`src/rtl/seq_event_monitor.sv`:
```
// Counts rising edges of the 11011 detector match: saturating total, fixed-window counts, burst flag, stretched LED.
// Latency: 1 edge from det_in sample to visible count; window result one edge after the last window cycle.
module seq_event_monitor #(
    parameter int CNT_W   = 8,
    parameter int WIN_LEN = 32,
    parameter int THRESH  = 3,
    parameter int STRETCH = 8
) (
    input  logic             clk,
    input  logic             rst_n,
    input  logic             en,
    input  logic             clr,
    input  logic             det_in,
    output logic [CNT_W-1:0] total_cnt,
    output logic [CNT_W-1:0] win_cnt,
    output logic             win_valid,
    output logic             burst,
    output logic             led
);

    localparam int WC_W = $clog2(WIN_LEN);
    localparam int SC_W = $clog2(STRETCH + 1);
    localparam logic [WC_W-1:0]  WC_LAST = WC_W'(WIN_LEN - 1);
    localparam logic [SC_W-1:0]  SC_LOAD = SC_W'(STRETCH);
    localparam logic [CNT_W-1:0] CNT_MAX = '1;
    localparam logic [CNT_W-1:0] THR     = CNT_W'(THRESH);

    localparam logic IDLE = 1'b0;
    localparam logic RUN  = 1'b1;

    logic             det_q;
    logic             det_d;
    logic             evt;
    logic             state;
    logic [WC_W-1:0]  wcyc;
    logic [CNT_W-1:0] acc;
    logic [CNT_W-1:0] win_nxt;
    logic [SC_W-1:0]  scnt;

    function automatic logic [CNT_W-1:0] sat_inc(input logic [CNT_W-1:0] v, input logic inc);
        return (inc && v != CNT_MAX) ? v + CNT_W'(1) : v;
    endfunction

    // A held-high match counts once: only the rising edge is an event, and only while enabled.
    assign evt     = det_q & ~det_d & en;
    assign win_nxt = sat_inc(acc, evt);

    always_ff @(posedge clk or negedge rst_n) begin
        if (!rst_n) begin
            det_q <= 1'b0;
            det_d <= 1'b0;
            state <= IDLE;
        end else begin
            det_q <= det_in;
            det_d <= det_q;
            state <= en ? RUN : IDLE;
        end
    end

    // Outside RUN the window state sits at zero, so entering RUN starts a fresh window.
    always_ff @(posedge clk or negedge rst_n) begin
        if (!rst_n) begin
            acc       <= '0;
            wcyc      <= '0;
            win_cnt   <= '0;
            burst     <= 1'b0;
            win_valid <= 1'b0;
        end else if (clr) begin
            acc       <= '0;
            wcyc      <= '0;
            win_cnt   <= '0;
            burst     <= 1'b0;
            win_valid <= 1'b0;
        end else begin
            win_valid <= 1'b0;
            if (state == RUN && en) begin
                if (wcyc == WC_LAST) begin
                    win_cnt   <= win_nxt;
                    burst     <= (win_nxt >= THR);
                    win_valid <= 1'b1;
                    acc       <= '0;
                    wcyc      <= '0;
                end else begin
                    acc  <= win_nxt;
                    wcyc <= wcyc + WC_W'(1);
                end
            end else begin
                acc  <= '0;
                wcyc <= '0;
            end
        end
    end

    always_ff @(posedge clk or negedge rst_n) begin
        if (!rst_n) begin
            total_cnt <= '0;
            scnt      <= '0;
            led       <= 1'b0;
        end else if (clr) begin
            total_cnt <= '0;
            scnt      <= '0;
            led       <= 1'b0;
        end else begin
            total_cnt <= sat_inc(total_cnt, evt);
            if (evt) begin
                scnt <= SC_LOAD;
                led  <= 1'b1;
            end else if (scnt != '0) begin
                scnt <= scnt - SC_W'(1);
                led  <= (scnt != SC_W'(1));
            end
        end
    end

endmodule

```
`config.mk`:
```
export PLATFORM = sky130hd
export DESIGN_NAME = seq_event_monitor
export DESIGN_NICKNAME = d
export VERILOG_FILES = /design/src/rtl/seq_event_monitor.sv
export SDC_FILE = /design/constraint.sdc
export NUM_CORES = 1
export LEC_CHECK = 0
export BUFFER_PORTS_ARGS = -buffer_cell sky130_fd_sc_hd__buf_2
export CORE_MARGIN = 1.5
export CORE_UTILIZATION = 55
export DETAILED_ROUTE_END_ITERATION = 10
export MAX_ROUTING_LAYER = met4
export PLACE_DENSITY = 0.75
export SLEW_MARGIN = 5
export SYNTH_ARGS = -nofsm -noshare
export SYNTH_HDL_FRONTEND = slang
export SYNTH_SLANG_ARGS = --single-unit
```
`constraint.sdc`:
```
create_clock -name clk -period 2.1 [get_ports clk]
set_input_delay 0.21 -clock clk [delete_from_list [all_inputs] [get_ports clk]]
set_output_delay 0.21 -clock clk [all_outputs]
set_load 0.005 [all_outputs]
```
==> run summary, run 1 <==
PLACEMENT
------------------------------------------------------------------------------------------
Final RePlAce weighted congestion                                                    0.884
Half-perimeter wire length after placement                                         2780 µm
PortBufs                                                                                23

SETUP PATH
------------------------------------------------------------------------------------------
Crit path max-delay cell type                                                        or3_1
R2R depth                                                                                5
CP Class                                                                      register to register
Timing endpoint of the critical path                                               wcyc[3]
Reg-to-reg endpoint                                                                wcyc[3]
CP required                                                                        2.38 ns
Source of the worst register-to-register timing path                               wcyc[0]
Arrival time reported for the critical path endpoint                               2.14 ns
CP Max Fanout                                                                           12
Cell occurring most often along the worst timing path                                 ha_1
Setup crit start kind                                                             register
Cell type group with the largest total delay on the critical path             simple AND/OR/NAND/NOR gates
Worst Setup End Kind                                                              register
Number of stages on the worst setup path                                                 5
Setup slack of the worst register-to-register path                                 0.24 ns
CP cell instances                                                             ha_1 -> and3_1 -> ha_1 -> or3_1 -> nor2_1
Crit. Startpoint                                                                   wcyc[0]
Count of buffering cells on the critical path with inverters included                    0
Critical path's largest stage delay                                                0.56 ns

TIMING
------------------------------------------------------------------------------------------
Setup repair after global routing missed its margin                                     no
Clock skew after layout                                                         0.00879 ns
Number of pins with negative max-slew slack in the final report                          0
Worst-margin pin slew                                                             0.824 ns
Number of failing hold endpoints at the final stage                                      0
Max Fclk                                                                           537 MHz
Post-route fraction of the period consumed by the critical path                      88.6%
Shortest period the worst path allows                                              1.86 ns
Setup TNS                                                                             0 ns
Total of endpoints with negative setup slack in the final report                         0
Headroom to the max-slew limit                                                       45.1%

DIE
------------------------------------------------------------------------------------------
DIE AREA                                                                          3750 µm²
Horizontal die dimension                                                           61.2 µm
Placement row count                                                                     20
Core region area                                                                  3130 µm²
Starting density of the core                                                         59.6%
Number of placed I/O pins                                                               24
Chip height                                                                        61.2 µm

CTS
------------------------------------------------------------------------------------------
Hold-fix buffer count after cts                                                          2
Clock tree root buffer cell                                                       clkbuf_4
Maximum clock insertion buffer count                                                     2
Clk sinks                                                                               39
Setup Fix Bufs, Post-CTS                                                                 0
Worst-Skew Late Latency                                                            0.35 ns
Count of instances resized after the clock tree is built                                 0
H-Tree Level Count                                                                       2
Clk slew on worst S/H paths                                                        0.11 ns
CTS buffer count                                                                         5
TritonCTS clock tree                                                                 built

SYNTH
------------------------------------------------------------------------------------------
Xor-xnor portion of the synthesized cell area                                        4.69%
Yosys warns                                                                              0
Top-count cell post-synth                                                          dfrtp_1
Post-synth top flop                                                                dfrtp_1
Number of synthesized register bits                                                     39
Number of flops mapped to enable cells by yosys                                          0
Main area contributors after synthesis                                        dfrtp_1, nand2_1, nor2_1, ha_1, xnor2_1
Post-Synthesis Cell Area                                                          1870 µm²
Sequential area share after synthesis                                                52.3%
Share of synthesized cell area in full adder, half adder and majority cells          4.02%
Commonest cells post-synth                                                    dfrtp_1, nand2_1, nor2_1
Count of mapped cells out of synthesis                                                 187
Compound-gate portion of the synthesized area                                        11.7%
Number of distinct library cells after synthesis                                        42
Synth Area in Simple Gates                                                           21.3%
Share of cell area taken by muxes after synthesis                                    2.68%
Biggest area consumer among synthesized cells                                      dfrtp_1
Avg Synthesized Cell Area                                                         9.98 µm²
Synthesized Nets                                                                       198
Post-synthesis async set-or-reset flop share                                          100%
Share of Yosys cell area claimed by the top area cell type                           52.3%
Combinational family with the most area after synthesis                       simple AND/OR/NAND/NOR gates

STATUS
------------------------------------------------------------------------------------------
Outcome                                                                       finished clean

MIN PATH
------------------------------------------------------------------------------------------
Path class of the lowest-slack min-delay path                                 input port to register
Cell depth of the worst hold path                                                        1

GRT
------------------------------------------------------------------------------------------
Total grt overflow                                                                       0
Vias in the first global route                                                        1436
Total Routing Usage GR                                                               24.8%
First-pass GRT wire length                                                         6460 µm
Number of antenna violations at the first check in global routing                        0
Maximum number of pins on one net before global-route repair                            40

CELLS AND AREA
------------------------------------------------------------------------------------------
Filler cell count in the final layout                                                  262
Final layout net count                                                                 227
Multi-input gate area in the final layout                                          830 µm²
Post-synthesis to final-layout area growth                                           13.3%
Share of cells above drive strength 1                                                18.9%
Diodes inserted                                                                          0
Sequential cell area                                                               976 µm²

ROUTING
------------------------------------------------------------------------------------------
Average vias per placed instance                                                      5.62
Post-detailed-route count of antenna-violating nets                                      0
Via Count                                                                             1467
Total routed wirelength                                                            3810 µm
Wire per inst                                                                      14.6 µm
Iteration count of the initial detailed-routing pass                                     6
Iter 0 DRT Violations                                                                   84
DRC violations left                                                                      0

JOB
------------------------------------------------------------------------------------------
Max Cap Violations                                                                       0

POWER AND IR DROP
------------------------------------------------------------------------------------------
Power per cell area                                                             711 nW/µm²
Peak supply drop                                                                    615 µV
Overall Power                                                                      1500 µW
Leakage power                                                                   0.00103 µW

-- metal layers --
layer	up-vias	GRT usage, %	wire [µm]
li1	703	-	-
met2	45	38.9	1890
met1	714	30.7	1700
met5	-	-	0
met3	5	7.98	185
met4	0	7.76	35
-- through the flow --
| step | worst slack [ns] | std cells | utilization (%) | area (µm²) | hold slack, ns |
|---|---|---|---|---|---|
| global placement | 0.307 | 251 | 64.7 | 2020 | 0.319 |
| floorplan | 0.342 | 187 | - | 1870 | -0.0856 |
| global route | 0.118 | 261 | 67.6 | 2110 | 0.00240 |
| detailed placement | 0.266 | 251 | 64.7 | 2020 | 0.320 |
| CTS | 0.226 | 261 | 67.6 | 2110 | 0.0190 |
| finish | 0.239 | 261 | 67.6 | 2110 | 0.0341 |
-- cell type report --
class                           instances  share of cell area [%]
Inverter                                7                    1.24
Timing Repair Buffer                   28                    7.46
Sequential cell                        39                    46.2
Clock buffer                            8                    3.26
Multi-Input combinational cell        135                    39.3
Tap cell                               44                    2.61
-- state kept, by name, indices dropped and copies added (netlist names) --
register and flops:
wcyc 5, burst 1, total_cnt 8, det_d 1
win_valid 1, led 1, state 1, acc 8
scnt 4, win_cnt 8, det_q 1
-- layout by cell type, fill, tap and decap left out, drive strengths merged, types with 3 or more instances in the layout --
| cell type | Yosys | routed |
|---|---|---|
| mux2i | 5 | 5 |
| a21o | 3 | 3 |
| nor2 | 24 | 24 |
| ha | 6 | 6 |
| buf | 3 | 26 |
| nand4 | 3 | 3 |
| nand3 | 8 | 8 |
| a21oi | 4 | 4 |
| xnor2 | 8 | 8 |
| inv | 7 | 7 |
| dfrtp | 39 | 39 |
| o21ai | 13 | 13 |
| or3 | 4 | 4 |
| and3 | 4 | 4 |
| nor3 | 4 | 4 |
| nand2 | 26 | 26 |
| clkbuf | 3 | 8 |
-- kinds of logic (layout without fill, tap and decap cells) --
| logic type | after synthesis | in the layout |
|---|---|---|
| simple gates | 82 | 82 |
| flops | 39 | 39 |
| compound gates | 32 | 32 |
| buf+inv | 13 | 43 |
| xor+xnor | 10 | 10 |
| fa+ha+maj | 6 | 6 |
| mux | 5 | 5 |
-- worst min-delay path by stage --
| stage | to | start | slack [ns] |
|---|---|---|---|
| 6_report | state | en | 0.03 |
| 5_1_grt | state | en | 0.002 |
| 4_1_cts | state | en | 0.02 |
| 3_5_place_dp | det_q | det_in | 0.32 |
| 3_3_place_gp | det_q | det_in | 0.32 |
| 2_1_floorplan | acc[0] | rst_n | -0.09 |
-- where the power goes --
part / leakage [µW] / internal [µW] / switching (µW) / total, µW
Clock: 0.0000386 / 197 / 232 / 429
Combinational: 0.000455 / 109 / 137 / 246
Sequential: 0.000533 / 792 / 37.1 / 829
(Power assumes the default switching activity.)
==> run 2, diff against run 1 <==
--- a/config.mk
+++ b/config.mk
@@ -6,11 +6,13 @@
 export NUM_CORES = 1
 export LEC_CHECK = 0
 export BUFFER_PORTS_ARGS = -buffer_cell sky130_fd_sc_hd__buf_2
+export CELL_PAD_IN_SITES_DETAIL_PLACEMENT = 0
+export CELL_PAD_IN_SITES_GLOBAL_PLACEMENT = 1
 export CORE_MARGIN = 1.5
-export CORE_UTILIZATION = 55
+export CORE_UTILIZATION = 40
 export DETAILED_ROUTE_END_ITERATION = 10
 export MAX_ROUTING_LAYER = met4
-export PLACE_DENSITY = 0.75
+export PLACE_DENSITY = 0.74
 export SLEW_MARGIN = 5
 export SYNTH_ARGS = -nofsm -noshare
 export SYNTH_HDL_FRONTEND = slang
==> constraint.sdc (replaced) <==
create_clock -name clk -period 1.58 [get_ports clk]
set_input_delay 0.158 -clock clk [delete_from_list [all_inputs] [get_ports clk]]
set_output_delay 0.158 -clock clk [all_outputs]
set_load 0.005 [all_outputs]
==> run 2 against run 1 <==
Compared with the run above: the flow now finishes with violations (setup timing); hold slack improved by 0.069 ns; combinational power rose by 82%; register-to-register slack got worse by 0.32 ns; largest power group unchanged; first-iteration DRC count fell by 8.3%; utilization fell by 10 points; critical path type unchanged; via count rose by 9.0%; largest cell class is now multi-input gates.
==> run summary, run 2 (synthesis gave the netlist of run 1 again) <==
TIMING
------------------------------------------------------------------------------------
Number of failing hold endpoints at the final stage                                0   unchanged
Setup TNS                                                                  -0.237 ns   -0.237 ns
Setup repair after global routing missed its margin                              yes
Post-route fraction of the period consumed by the critical path                 105%   +16 points
Shortest period the worst path allows                                        1.66 ns   -0.202 ns
Headroom to the max-slew limit                                                 75.1%   +30 points
Total of endpoints with negative setup slack in the final report                   5   +5
Clock skew after layout                                                   0.00324 ns   -0.00554 ns
Worst Slack Setup Final                                                   -0.0789 ns   -0.318 ns
Max Fclk                                                                     603 MHz   +12%
Number of pins with negative max-slew slack in the final report                    0   unchanged
Worst-margin pin slew                                                       0.373 ns   -0.451 ns

DIE
------------------------------------------------------------------------------------
Chip height                                                                  71.3 µm   +16%
Number of placed I/O pins                                                         24   unchanged
Core region area                                                            4410 µm²   +41%
Horizontal die dimension                                                     71.3 µm   +16%
DIE AREA                                                                    5080 µm²   +36%
Starting density of the core                                                   42.3%   -17 points
Placement row count                                                               24   +20%

PLACEMENT
------------------------------------------------------------------------------------
PortBufs                                                                          23   unchanged
Final RePlAce weighted congestion                                              0.945   +7.0%
Half-perimeter wire length after placement                                   3060 µm   +9.8%

POWER AND IR DROP
------------------------------------------------------------------------------------
Overall Power                                                                2180 µW   +45%
Proportion of power drawn by the clock network                                 29.3%   +0.8 points
Internal power of the cells                                                  1600 µW   +45%
Switching pwr                                                                 588 µW   +45%
Gate power share                                                               20.5%   +4.1 points
Power per cell area                                                       860 nW/µm²   +21%
Leakage power                                                             0.00118 µW   +15%
Switching share of power                                                       26.9%   -0.061 points
Peak supply drop                                                              430 µV   -30%
Proportion of power drawn by flip-flops and latches                            50.1%   -5.0 points

SETUP PATH
------------------------------------------------------------------------------------
Worst Setup End Kind                                                        register
Crit. Startpoint                                                              acc[0]
Critical path's largest stage delay                                          0.43 ns   -0.13 ns
Cell type group with the largest total delay on the critical path       simple AND/OR/NAND/NOR gates
R2R depth                                                                          6   +1
CP cell instances                                                       ha_2 -> nand4_1 -> or3_4 -> nand2_4 -> mux2i_2 -> o21ai_1
CP required                                                                  1.76 ns   -0.62 ns
CP Class                                                                register to register
Timing endpoint of the critical path                                      win_cnt[1]
Number of stages on the worst setup path                                           6   +1
Source of the worst register-to-register timing path                          acc[0]
Setup slack of the worst register-to-register path                          -0.08 ns   -0.32 ns
Count of buffering cells on the critical path with inverters included              0   unchanged
CP Max Fanout                                                                      4   -8
Crit path max-delay cell type                                                  or3_4
Setup crit start kind                                                       register
Reg-to-reg endpoint                                                       win_cnt[1]
Arrival time reported for the critical path endpoint                         1.84 ns   -0.30 ns

GRT
------------------------------------------------------------------------------------
Most congested layer reported by global routing                                 met2
Global-route met2 utilization                                                  33.0%   -5.9 points
Number of antenna violations at the first check in global routing                  0   unchanged
Total grt overflow                                                                 0   unchanged
First-pass GRT wire length                                                   7400 µm   +15%
Maximum number of pins on one net before global-route repair                      40   unchanged
Vias in the first global route                                                  1592   +11%
Met3 demand-to-capacity share in global routing                                4.92%   -3.1 points
Fraction of met1 tracks used by global routing                                 22.0%   -8.6 points
Total Routing Usage GR                                                         19.4%   -5.4 points

CELLS AND AREA
------------------------------------------------------------------------------------
Share of cells above drive strength 1                                          39.7%   +21 points
Filler cell count in the final layout                                            408   +56%
Diodes inserted                                                                    0   unchanged
Final layout net count                                                           257   +13%
Sequential cell area                                                         976 µm²   unchanged
Post-synthesis to final-layout area growth                                     36.1%
Most common cell after layout, fill and taps aside                           dfrtp_1
Regs by FF count                                                        acc: 8 flops, total_cnt: 8 flops, win_cnt: 8 flops
Multi-input gate area in the final layout                                    995 µm²   +20%
Commonest cells after routing, fill and taps aside                      dfrtp_1, buf_4, nand2_1, buf_2, nor2_1

ROUTING
------------------------------------------------------------------------------------
DRC violations left                                                                0   unchanged
Via Count                                                                       1599   +9.0%
Total routed wirelength                                                      4550 µm   +19%
Wire per inst                                                                15.2 µm   +4.3%
Iter 0 DRT Violations                                                             77   -8.3%
Average vias per placed instance                                                5.35   -4.9%
Iteration count of the initial detailed-routing pass                               5   -1
Post-detailed-route count of antenna-violating nets                                0   unchanged

CTS
------------------------------------------------------------------------------------
H-Tree Level Count                                                                 2   unchanged
Worst-Skew Late Latency                                                      0.29 ns   -0.06 ns
Clk sinks                                                                         39   unchanged
TritonCTS clock tree                                                           built
Clock tree root buffer cell                                                 clkbuf_8
Maximum clock insertion buffer count                                               2   unchanged
CTS buffer count                                                                   5   unchanged
Clk slew on worst S/H paths                                                  0.07 ns   -0.04 ns

STATUS
------------------------------------------------------------------------------------
Violations in the final reports                                         setup timing
Outcome                                                                 finished, violations left

JOB
------------------------------------------------------------------------------------
Max Cap Violations                                                                 0   unchanged

MIN PATH
------------------------------------------------------------------------------------
Path class of the lowest-slack min-delay path                           input port to register

==> run 2: area by class of cell <==
cell class | count | share of cell area, %
Clock inverter | 1 | 0.197
Sequential cell | 39 | 38.4
Inverter | 7 | 1.03
Clock buffer | 7 | 3.01
Multi-Input combinational cell | 136 | 39.2
Tap cell | 52 | 2.56
Timing Repair Buffer | 57 | 15.6
==> run 2: through the flow <==
step / std cells / utilization [%] / setup slack (ns) / area, µm² / hold slack (ns)
finish: 299 / 57.5 / -0.0789 / 2540 / 0.103
global route: 299 / 57.5 / -0.154 / 2540 / 0.0997
CTS: 294 / 54.5 / -0.0180 / 2400 / 0.0986
detailed placement: 281 / 50.5 / -0.117 / 2230 / 0.144
global placement: 281 / 50.5 / -0.110 / 2230 / 0.139
floorplan: 187 / - / -0.0225 / 1890 / -0.138
==> run 2: power groups by stage <==
stage | Sequential (µW) | Clock (µW) | Combinational (µW)
after floorplan | 1110 | 0 | 233
after global placement | 1110 | 0 | 383
after detailed placement | 1110 | 0 | 407
after CTS | 1090 | 663 | 417
after global routing | 1100 | 717 | 502
final | 1090 | 640 | 448
==> run 2: worst min path at each step <==
stage	startpoint	cells past startpoint	slack, ns	endpoint
after floorplan	rst_n	0	-0.14	acc[0]
after global placement	rst_n	2	0.14	scnt[2]
after detailed placement	rst_n	2	0.14	total_cnt[2]
after CTS	en	2	0.1	state
after global routing	en	2	0.1	state
final	en	2	0.10	state
==> run 2: what timing repair did <==
action	in CTS	in global routing
gates cloned	0	1
hold endpoints to repair	40	0
setup endpoints to repair	23	27
hold buffers	2	0
pin swaps	5	16
gates resized for setup	12	27
buffers inserted	3	4
==> run 2: layer usage <==
layer | wire [µm] | share of wire, %
met5 | 0 | 0
met4 | 85 | 1.9
met3 | 143 | 3.1
met2 | 2320 | 51
met1 | 2000 | 44
==> run 2: worst reg2reg max path, cell delays in order (launching register included) <==
cell and delay [ns]:
dfrtp_1 0.37, ha_2 0.22, nand4_1 0.11, or3_4 0.43, nand2_4 0.10, mux2i_2 0.25, o21ai_1 0.08
==> run 3, diff against run 2 <==
--- a/config.mk
+++ b/config.mk
@@ -9,10 +9,11 @@
 export CELL_PAD_IN_SITES_DETAIL_PLACEMENT = 0
 export CELL_PAD_IN_SITES_GLOBAL_PLACEMENT = 1
 export CORE_MARGIN = 1.5
-export CORE_UTILIZATION = 40
+export CORE_UTILIZATION = 47
 export DETAILED_ROUTE_END_ITERATION = 10
 export MAX_ROUTING_LAYER = met4
-export PLACE_DENSITY = 0.74
+export PLACE_DENSITY = 0.82
+export SETUP_SLACK_MARGIN = 0.15
 export SLEW_MARGIN = 5
 export SYNTH_ARGS = -nofsm -noshare
 export SYNTH_HDL_FRONTEND = slang
==> constraint.sdc (replaced) <==
create_clock -name clk -period 1.94 [get_ports clk]
set_input_delay 0.194 -clock clk [delete_from_list [all_inputs] [get_ports clk]]
set_output_delay 0.194 -clock clk [all_outputs]
set_load 0.005 [all_outputs]
==> run 3 against run 2 <==
Compared with the run above: the run ends with hold timing left; design area is 12% lower; sequential share of layout area is 5.5 points higher; maximum frequency is 4.8% lower; routed wire length is 17% lower; setup slack better by 0.28 ns; clock power is 25% higher; register-to-register slack better by 0.28 ns; combinational power is 33% lower; non-clock buffer count is 27 lower; global-route usage is 1.2 points higher; utilization is 1.9 points higher; largest cell class is now registers; largest power group unchanged.
==> run summary, run 3 (synthesis gave the netlist of run 1 again) <==
CTS
------------------------------------------------------------------------------------
Clock tree root buffer cell                                                 clkbuf_8
Clk slew on worst S/H paths                                                  0.08 ns   about the same
H-Tree Level Count                                                                 2   unchanged
TritonCTS clock tree                                                           built
Worst-Skew Late Latency                                                      0.29 ns   about the same
Maximum clock insertion buffer count                                               2   unchanged
Clk sinks                                                                         39   unchanged
CTS buffer count                                                                   5   unchanged

SETUP PATH
------------------------------------------------------------------------------------
CP Class                                                                register to register
Setup crit start kind                                                       register
Critical path's largest stage delay                                          0.47 ns   +0.04 ns
Crit path max-delay cell type                                                  or3_4
CP cell instances                                                       ha_1 -> and3_1 -> ha_1 -> or3_4 -> nor2_1
CP Max Fanout                                                                     12   +8
Worst Setup End Kind                                                        register
Count of buffering cells on the critical path with inverters included              0   unchanged
Arrival time reported for the critical path endpoint                         1.96 ns   +0.12 ns
Cell type group with the largest total delay on the critical path       simple AND/OR/NAND/NOR gates
CP required                                                                  2.16 ns   +0.40 ns
Crit. Startpoint                                                             wcyc[0]
Cell occurring most often along the worst timing path                           ha_1
Source of the worst register-to-register timing path                         wcyc[0]

PLACEMENT
------------------------------------------------------------------------------------
Final RePlAce weighted congestion                                              0.901   -4.7%
Half-perimeter wire length after placement                                   2630 µm   -14%
Inst Count DP                                                                    255   -9.3%
Post-placement setup slack                                                 0.0538 ns   +0.171 ns
PortBufs                                                                          23   unchanged

ROUTING
------------------------------------------------------------------------------------
Iter 0 DRT Violations                                                             67   -13%
Wire per inst                                                                14.1 µm   -7.1%
Average vias per placed instance                                                5.39   +0.78%
Total routed wirelength                                                      3770 µm   -17%
DRC violations left                                                                0   unchanged
Iteration count of the initial detailed-routing pass                               4   -1
Post-detailed-route count of antenna-violating nets                                0   unchanged
Via Count                                                                       1439   -10%

POWER AND IR DROP
------------------------------------------------------------------------------------
Peak supply drop                                                              425 µV   -1.2%
Internal power of the cells                                                  1500 µW   -5.9%
Proportion of power drawn by the clock network                                 40.0%   +11 points
Leakage power                                                             0.00106 µW   -9.9%
Power per cell area                                                       899 nW/µm²   +4.6%
Proportion of power drawn by flip-flops and latches                            44.9%   -5.2 points
Switching share of power                                                       25.0%   -2.0 points
Switching pwr                                                                 499 µW   -15%
Gate power share                                                               15.1%   -5.4 points

DIE
------------------------------------------------------------------------------------
Starting density of the core                                                   49.8%   +7.6 points
Horizontal die dimension                                                       66 µm   -7.4%
DIE AREA                                                                    4360 µm²   -14%
Core region area                                                            3740 µm²   -15%
Chip height                                                                    66 µm   -7.4%
Placement row count                                                               22   -8.3%
Number of placed I/O pins                                                         24   unchanged

GRT
------------------------------------------------------------------------------------
First-pass GRT wire length                                                   6600 µm   -11%
Vias in the first global route                                                  1450   -8.9%
Total grt overflow                                                                 0   unchanged
Number of antenna violations at the first check in global routing                  0   unchanged
Total Routing Usage GR                                                         20.6%   +1.2 points
Met3 demand-to-capacity share in global routing                                5.28%   +0.36 points
Maximum number of pins on one net before global-route repair                      40   unchanged
Most congested layer reported by global routing                                 met2
Fraction of met1 tracks used by global routing                                 24.6%   +2.5 points
Global-route met2 utilization                                                  34.2%   +1.2 points

TIMING
------------------------------------------------------------------------------------
Total of endpoints with negative setup slack in the final report                   0   -5
Worst-margin pin slew                                                       0.840 ns   +0.467 ns
Worst Slack Setup Final                                                     0.198 ns   +0.277 ns
Number of pins with negative max-slew slack in the final report                    0   unchanged
Number of failing hold endpoints at the final stage                                2   +2
Max Fclk                                                                     574 MHz   -4.8%
Clock skew after layout                                                   0.00744 ns   +0.00420 ns
Worst hold margin                                                        -0.00312 ns   -0.107 ns
Headroom to the max-slew limit                                                 44.0%   -31 points
Shortest period the worst path allows                                        1.74 ns   +0.0835 ns
Setup repair after global routing missed its margin                              yes
Post-route fraction of the period consumed by the critical path                89.8%   -15 points
Setup TNS                                                                       0 ns   +0.237 ns

CELLS AND AREA
------------------------------------------------------------------------------------
Most common cell after layout, fill and taps aside                           dfrtp_1
Regs by FF count                                                        acc: 8 flops, total_cnt: 8 flops, win_cnt: 8 flops
Commonest cells after routing, fill and taps aside                      dfrtp_1, nand2_1, nor2_1, buf_2
Share of cells above drive strength 1                                          22.8%   -17 points
Final layout net count                                                           229   -11%
Post-synthesis to final-layout area growth                                     19.2%
Number of cells in the finished layout apart from fillers                        267   -11%
Diodes inserted                                                                    0   unchanged

STATUS
------------------------------------------------------------------------------------
Outcome                                                                 finished, violations left
Violations in the final reports                                          hold timing

JOB
------------------------------------------------------------------------------------
Max Cap Violations                                                                 0   unchanged

MIN PATH
------------------------------------------------------------------------------------
Path class of the lowest-slack min-delay path                           input port to async pin

run 3: cell count changes in the layout (fill, tap and decap cells not counted), moves of 3 or more:
cell | before | now
buf_4 | 29 | 6
ha_1 | 2 | 5
mux2i_1 | 1 | 5
mux2i_2 | 4 | 0
o21ai_0 | 2 | 7
o21ai_1 | 9 | 5
run 3: path summary, 6_finish.rpt:
check / endpoint / slack [ns] / depth (start not counted)
worst max register to register: acc[1] / 0.20 / 5
min in group clk: state / 0.08 / 1
worst min-delay path: total_cnt[0] / -0.003 / 1
worst max-delay path: acc[1] / 0.20 / 5
worst min register to register: det_d / 0.37 / 0
max in group asynchronous: win_cnt[3] / 1.40 / 1
run 3: final cells by class:
class                      count  area [µm²]
clock buffer                   5        68.8
clock inverter                 3        67.6
fill                         347        1520
inverter                       7        26.3
multi-input combinational    135         855
sequential                    39         976
tap                           48        60.1
timing repair buffer          30         170
run 3: metal layers:
metal  part of all wire, %  wire length [µm]
met2                    47              1780
met3                   5.2               198
met5                     0                 0
met4                   1.4                53
met1                    46              1740
run 3: power by group through the flow:
stage          combinational [µW]  sequential (µW)  clock, µW
2_1_floorplan                 186              904          0
3_3_place_gp                  241              907          0
3_5_place_dp                  268              910          0
4_1_cts                       274              895        822
5_1_grt                       334              904        855
6_report                      302              897        801
run 3: stage by stage:
step | power [µW] | instance area [µm²] | util [%]
floorplan | 1090 | 1870 | -
global placement | 1150 | 2030 | 54.2
detailed placement | 1180 | 2030 | 54.2
CTS | 1990 | 2180 | 58.3
global route | 2090 | 2220 | 59.4
finish | 2000 | 2220 | 59.4
run 3: what timing repair did:
action	4_1_cts	5_1_grt
buffers inserted	0	3
pin swaps	0	1
cloned	0	0
gates resized for setup	2	5
endpoints found under the hold margin	1	0
endpoints found under the setup margin	14	10
hold buffers	1	0
